### src/rtl/fft_sequencer.sv
// Run sequencer for the radix-2 FFT core: loads N samples, steps the stage
// controller through every butterfly pass, then unloads N results.
module fft_sequencer #(
    parameter int NUMSTAGES  = 5,
    parameter int GAP_CYCLES = 1,
    parameter int TIMEOUT    = 64
) (
    input  logic                 clk,
    input  logic                 rst_n,
    input  logic                 start,
    input  logic                 abort,
    input  logic                 load_valid,
    output logic                 load_ready,
    output logic                 load_we,
    output logic [NUMSTAGES-1:0] load_addr,
    output logic                 stage_en,
    output logic [2:0]           stage_num,
    input  logic                 stage_done,
    output logic                 unload_valid,
    input  logic                 unload_ready,
    output logic [NUMSTAGES-1:0] unload_addr,
    output logic                 busy,
    output logic                 done,
    output logic                 error
);

    localparam int TW = $clog2(TIMEOUT + 1);
    localparam int GW = $clog2(GAP_CYCLES + 1);
    localparam logic [NUMSTAGES-1:0] LAST_IDX   = '1;
    localparam logic [2:0]           LAST_STAGE = 3'(NUMSTAGES - 1);
    localparam logic [TW-1:0]        TMO_LAST   = TW'(TIMEOUT - 1);
    localparam logic [GW-1:0]        GAP_LAST   = GW'(GAP_CYCLES - 1);

    typedef enum logic [2:0] {
        S_IDLE, S_LOAD, S_STAGE, S_GAP, S_UNLOAD, S_DONE, S_ERROR
    } state_t;

    state_t               r_state;
    logic [NUMSTAGES-1:0] r_idx;
    logic [2:0]           r_stage;
    logic [GW-1:0]        r_gap;
    logic [TW-1:0]        r_tmo;
    logic                 r_done_q;
    logic                 w_toggle;

    // stage_done is a toggle flag: any change since last cycle is a completion
    assign w_toggle = stage_done ^ r_done_q;

    always_ff @(posedge clk) begin
        r_done_q <= stage_done;
        if (!rst_n || abort) begin
            r_state <= S_IDLE;
            r_idx   <= '0;
            r_stage <= '0;
            r_gap   <= '0;
            r_tmo   <= '0;
        end else begin
            case (r_state)
                S_IDLE, S_ERROR: begin
                    if (start) begin
                        r_state <= S_LOAD;
                        r_idx   <= '0;
                        r_stage <= '0;
                    end
                end
                S_LOAD: begin
                    if (load_valid) begin
                        if (r_idx == LAST_IDX) begin
                            r_state <= S_STAGE;
                            r_idx   <= '0;
                            r_stage <= '0;
                            r_tmo   <= '0;
                        end else begin
                            r_idx <= r_idx + 1'b1;
                        end
                    end
                end
                S_STAGE: begin
                    r_tmo <= r_tmo + 1'b1;
                    // a completion in the same cycle as the timeout still counts
                    if (w_toggle) begin
                        if (r_stage == LAST_STAGE) begin
                            r_state <= S_UNLOAD;
                            r_idx   <= '0;
                        end else begin
                            r_state <= S_GAP;
                            r_stage <= r_stage + 1'b1;
                            r_gap   <= '0;
                        end
                    end else if (r_tmo == TMO_LAST) begin
                        r_state <= S_ERROR;
                    end
                end
                S_GAP: begin
                    if (r_gap == GAP_LAST) begin
                        r_state <= S_STAGE;
                        r_tmo   <= '0;
                    end else begin
                        r_gap <= r_gap + 1'b1;
                    end
                end
                S_UNLOAD: begin
                    if (unload_ready) begin
                        if (r_idx == LAST_IDX) begin
                            r_state <= S_DONE;
                        end else begin
                            r_idx <= r_idx + 1'b1;
                        end
                    end
                end
                S_DONE: begin
                    r_state <= S_IDLE;
                    r_idx   <= '0;
                    r_stage <= '0;
                end
                default: r_state <= S_IDLE;
            endcase
        end
    end

    // Outputs decode the state register only; load_we is the one input-gated strobe
    assign load_ready   = (r_state == S_LOAD);
    assign load_we      = load_valid & load_ready;
    assign load_addr    = load_ready ? r_idx : '0;
    assign stage_en     = (r_state == S_STAGE);
    assign stage_num    = r_stage;
    assign unload_valid = (r_state == S_UNLOAD);
    assign unload_addr  = unload_valid ? r_idx : '0;
    assign busy         = (r_state == S_LOAD) || (r_state == S_STAGE) ||
                          (r_state == S_GAP)  || (r_state == S_UNLOAD);
    assign done         = (r_state == S_DONE);
    assign error        = (r_state == S_ERROR);

endmodule

### config.mk
export PLATFORM = sky130hd
export DESIGN_NAME = fft_sequencer
export DESIGN_NICKNAME = d
export VERILOG_FILES = /design/src/rtl/fft_sequencer.sv
export SDC_FILE = /design/constraint.sdc
export NUM_CORES = 1
export LEC_CHECK = 0
export BUFFER_PORTS_ARGS = -buffer_cell sky130_fd_sc_hd__buf_2
export CELL_PAD_IN_SITES_DETAIL_PLACEMENT = 2
export CELL_PAD_IN_SITES_GLOBAL_PLACEMENT = 2
export CORE_UTILIZATION = 28
export DETAILED_ROUTE_END_ITERATION = 12
export GPL_TIMING_DRIVEN = 0
export PLACE_DENSITY = 0.77
export SYNTH_ARGS = -nofsm -noshare
export SYNTH_HDL_FRONTEND = slang
export SYNTH_SLANG_ARGS = --single-unit
### constraint.sdc
create_clock -name clk -period 1.86 [get_ports clk]
set_clock_uncertainty 0.15 [all_clocks]
set_input_delay 0.279 -clock clk [delete_from_list [all_inputs] [get_ports clk]]
set_output_delay 0.279 -clock clk [all_outputs]
set_load 0.01 [all_outputs]
# Word level (Yosys, flattened, before mapping)
# Index checks and enable logic that the tools add are counted.
# op_classes
eq_ne	20
muxes	34
add_sub_neg	4
n_bitwise	2
reduce_logical	16
# ops
cell	count
$mux 5	9
$mux 3	14
$pmux 5 s5	1
$mux 7	3
$pmux 7 s3	1
$pmux 3 s5	1
$reduce_and 7->1	2
$eq 3x3->1 const B	4
$pmux 3 s4	1
$ne 2x1->1 const B	5
$ne 2x2->1 const B	5
$add 7x1->7 const B	1
$eq 7x6->1 const B	1
$eq 3x2->1 const B	2
$reduce_and 6->1	1
$add 5x1->5 const B	1
$eq 5x5->1 const B	1
$reduce_bool 5->1	1
$logic_or 1x1->1	4
$reduce_and 4->1	1
$reduce_bool 4->1	1
$add 3x1->3 const B	1
$eq 3x1->1 const B	1
$logic_not 3->1	1
11 further kinds	13
# totals
elab_cells	82
output_inout_bits	20
reg_bits	20
inputBits	7

# Depth between registers and ports, before layout
# logic_depth
depth_word	4
depth_mapped	8

# Worst setup path after synthesis
# No wires, ideal clock.
# synth_path
kind	register -> register
from	register r_idx[0]
to	register r_idx[3]
setup_slack_ns	-0.193
path_stages_with_launch	8
setup_ns	0.070
path_buffers	0
t_arrival_ns	1.833
cell_sequence	dfxtp_1 ha_1 and3_1 ha_1 or4b_1 a21boi_0 o41ai_1 a21oi_1
# synth_between
elab_chain_cells	4
word_cells_on_any_way	9
# synth_rtl
element	line_no	text
start: declaration	39	logic [NUMSTAGES-1:0] r_idx;
start signal: assignment	74	r_idx <= r_idx + 1'b1;
start signal: assignment	107	r_idx <= r_idx + 1'b1;
$add 5x1->5 or $eq 5x5->1 (tied branches)	-	
$mux 5 (on tied branches)	104, 68	
$mux 5 (on tied branches)	103, 67	
$pmux 5 s5	58	case (r_state)
# Several ways; a longest one is shown, not always the timed one. The select of a mux whose other input is x is not followed.
# A chain may end at the register's enable or synchronous reset.

# Final worst setup path
# layout_path
from	register r_idx[1]
to	register r_stage[1], in the netlist stage_num[1]
# layout_between
elab_chain_cells	3
# layout_rtl
element	line_no	text
$eq 5x5->1	68	if (r_idx == LAST_IDX) begin
$ne 2x1->1 (no source line)	-	
$reduce_and 6->1 (no source line)	-	
end signal: assignment	87	r_stage <= r_stage + 1'b1;
end: declaration	40	logic [2:0] r_stage;
# Every way passes these cells.

==> results.json <==
{
  "status": "finished, violations left",
  "violations": "negative setup slack",
  "rsz0062_at_grt": "true",
  "power_switching_mw": 0.2369,
  "comb_power_share_pct": 13.9,
  "clk_pin_slew_ns": 0.09,
  "start_kind": "flip-flop",
  "critical_path.endpoint_type": "flip-flop",
  "syn_inst": 158,
  "grtUsageTotal_pct": 21.60,
  "ios": 27,
  "synth_cell_types": 44,
  "antenna_cells": 0,
  "cts_made_buffers": 3,
  "die_area_um2": 4767,
  "tns_ns": -1.720,
  "grt_pass1_wl_um": 8252,
  "clkPwrFrac_pct": 37.6,
  "p_per_area_nw_per_um2": 416.9,
  "seq_area_frac_synth_pct": 30.22,
  "p_seq_share_pct": 48.5,
  "drc_errors": 0,
  "die_w_um": 69.05,
  "gp_congestion": 0.7959,
  "detail_route.wl_per_cell_um": 22.60,
  "synth.top_cell.area_share_pct": 30.22,
  "swShare_pct": 28.26,
  "yosysWarningCount": 0,
  "power_mw": 0.8383,
  "vdd_drop_max_mv": 0.2565,
  "worst_ep_required_time_ns": 1.90,
  "async_flop_share_pct": 0,
  "h-tree-depth": 1,
  "dr.pass1.iters": 4,
  "maxSlewHeadroom_pct": 57.65,
  "dp.final_hpwl_um": 3317,
  "crit_type": "flip-flop to flip-flop",
  "cts.sinks": 19,
  "area_growth_pct": 59.74,
  "vias": 1491,
  "syn_avg_cell_area_um2": 7.967,
  "period_needed_ns": 2.054,
  "synth_flop_cell": "dfxtp_1",
  "min_path_type": "primary input to flip-flop",
  "core_um2": 4324,
  "grt_overflow": 0,
  "ys_ff_latch": 19,
  "slowest_stage": "or4_4",
  "nNetsFinal": 222,
  "netlist_area_um2": 1259,
  "wl_um": 5898,
  "clk_latency_ns": 0.27,
  "placement.io_buffers": 26,
  "cp_cell_sequence": "ha_4, and3_4, ha_4, buf_4, nand3_2, and3_4, or4_4, a21oi_2",
  "ant_nets": 0,
  "synth.area.top_cells": "dfxtp_1, ha_1, nand2_1",
  "drv_slew": 0,
  "grt_max_degree": 11,
  "num_rows": 24,
  "yosysMostFrequentCell": "dfxtp_1",
  "synth-edff-count": 0,
  "synth_nets": 170,
  "setup_ws_ns": -0.1944,
  "die-height_um": 69.05,
  "start_util_pct": 29.11,
  "crit_fanout": 5,
  "drive_gt1_share_pct": 49.76,
  "slowest_delay_ns": 0.41,
  "clock_path_buffers": 2,
  "synth_largest_area_cell": "dfxtp_1",
  "period_share_pct": 110.5,
  "worstMarginPinSlew_ns": 0.6352,
  "nFillCells": 466,
  "synthTopCellsByCount": "dfxtp_1, nand2_1, nor2_1, and2_1, and3_1",
  "drtIter0Drc": 68,
  "fmax_mhz": 486.8,
  "first_global_vias": 1571,
  "vias_per_cell": 5.713,
  "leakage_nw": 0.7874,
  "cts_root_buf": "clkbuf_8",
  "cts_tree": "built",
  "final-setup-viol-count": 24,
  "arrival_ns": 2.09,
  "p_int_mw": 0.6014,
  "antenna_found_initial": 0,
  "cap_viol_max_count": 0,
  "hold_viol": 0
}
[stage by stage]
stage	setup WS [ns]	hold WS, ns	std cells	utilization [%]	cell area [µm²]
floorplan	-0.01924	0.1567	158	-	1306
global placement	-0.1635	0.2591	236	34.72	1501
detailed placement	-0.2965	0.2608	236	34.72	1501
CTS	-0.1375	0.2942	253	40.63	1757
global route	-0.2424	0.2363	261	46.50	2011
finish	-0.1944	0.1978	261	46.50	2011
[cell families after synthesis]
group,count (synthesis),synth area share [%]
simple gates,77,34.10
compound gates,35,19.18
flops,19,30.22
buf+inv,13,4.970
xor+xnor,6,4.175
fa+ha+maj,5,4.970
mux,3,2.386
[path summary, 6_finish.rpt]
| kind | from | end | slack (ns) | cells after the start |
|---|---|---|---|---|
| max reg2reg | r_idx[1] | stage_num[1] | -0.19 | 8 |
| min | abort | r_tmo[4] | 0.20 | 4 |
| max | r_idx[1] | stage_num[1] | -0.19 | 8 |
| min reg2reg | stage_num[1] | stage_num[1] | 0.37 | 2 |
[flip-flops by register name, indices dropped and copies added, names as in the netlist]
name and count:
r_idx 5, stage_num 3, r_done_q 1, r_state 3, r_tmo 7
[per-layer routing]
layer / up-vias / routed length (µm) / part of all wire [%] / global-route usage [%]
met5: - / 0 / 0 / 0
met4: 0 / 25 / 0.42 / 6.122
met3: 4 / 138 / 2.3 / 2.632
met2: 29 / 3111 / 53 / 39.37
met1: 779 / 2623 / 44 / 26.35
li1: 679 / - / - / -
[power groups by stage]
stage	registers (mW)	logic, mW	clock network (mW)
floorplan	0.421	0.0543	0
global placement	0.421	0.0826	0
detailed placement	0.422	0.0856	0
CTS	0.408	0.100	0.309
global route	0.407	0.123	0.338
finish	0.406	0.116	0.316
[timing repair]
item	in CTS	in global routing
endpoints found under the hold margin	1	0
resized for setup	33	45
hold buffers	1	0
buffers inserted	12	9
pin swaps	9	13
endpoints found under the setup margin	30	27
[cells in the final DEF (no fill, tap or decap), drive strengths merged, types with 3 or more instances in the layout]
cell type / count
or3b: 3
a32o: 3
nor2b: 4
clkbuf: 7
and3: 8
nand2: 16
nor2: 14
nand3: 6
mux2i: 3
nor4: 4
xnor2: 6
ha: 5
inv: 5
dfxtp: 19
buf: 50
nand2b: 3
and2: 9
o21ai: 6
a21oi: 8
[area by class of cell]
cell class | count | area, µm² | share of cell area, %
multi-input combinational | 126 | 1067 | 53.08
sequential | 19 | 401.6 | 19.98
timing repair buffer | 48 | 351.6 | 17.49
tap | 52 | 65.06 | 3.236
clock buffer | 4 | 45.04 | 2.240
buffer | 6 | 45.04 | 2.240
inverter | 6 | 35.03 | 1.742
[critical path, delay by kind of cell, from the launching register on]
kind | cells | cell delay [ns]
compound gates | 1 | 0.13
fa+ha+maj | 2 | 0.32
buf+inv | 1 | 0.14
flops | 1 | 0.37
simple gates | 4 | 0.86
Note: power is estimated with default switching activity, not from simulation.
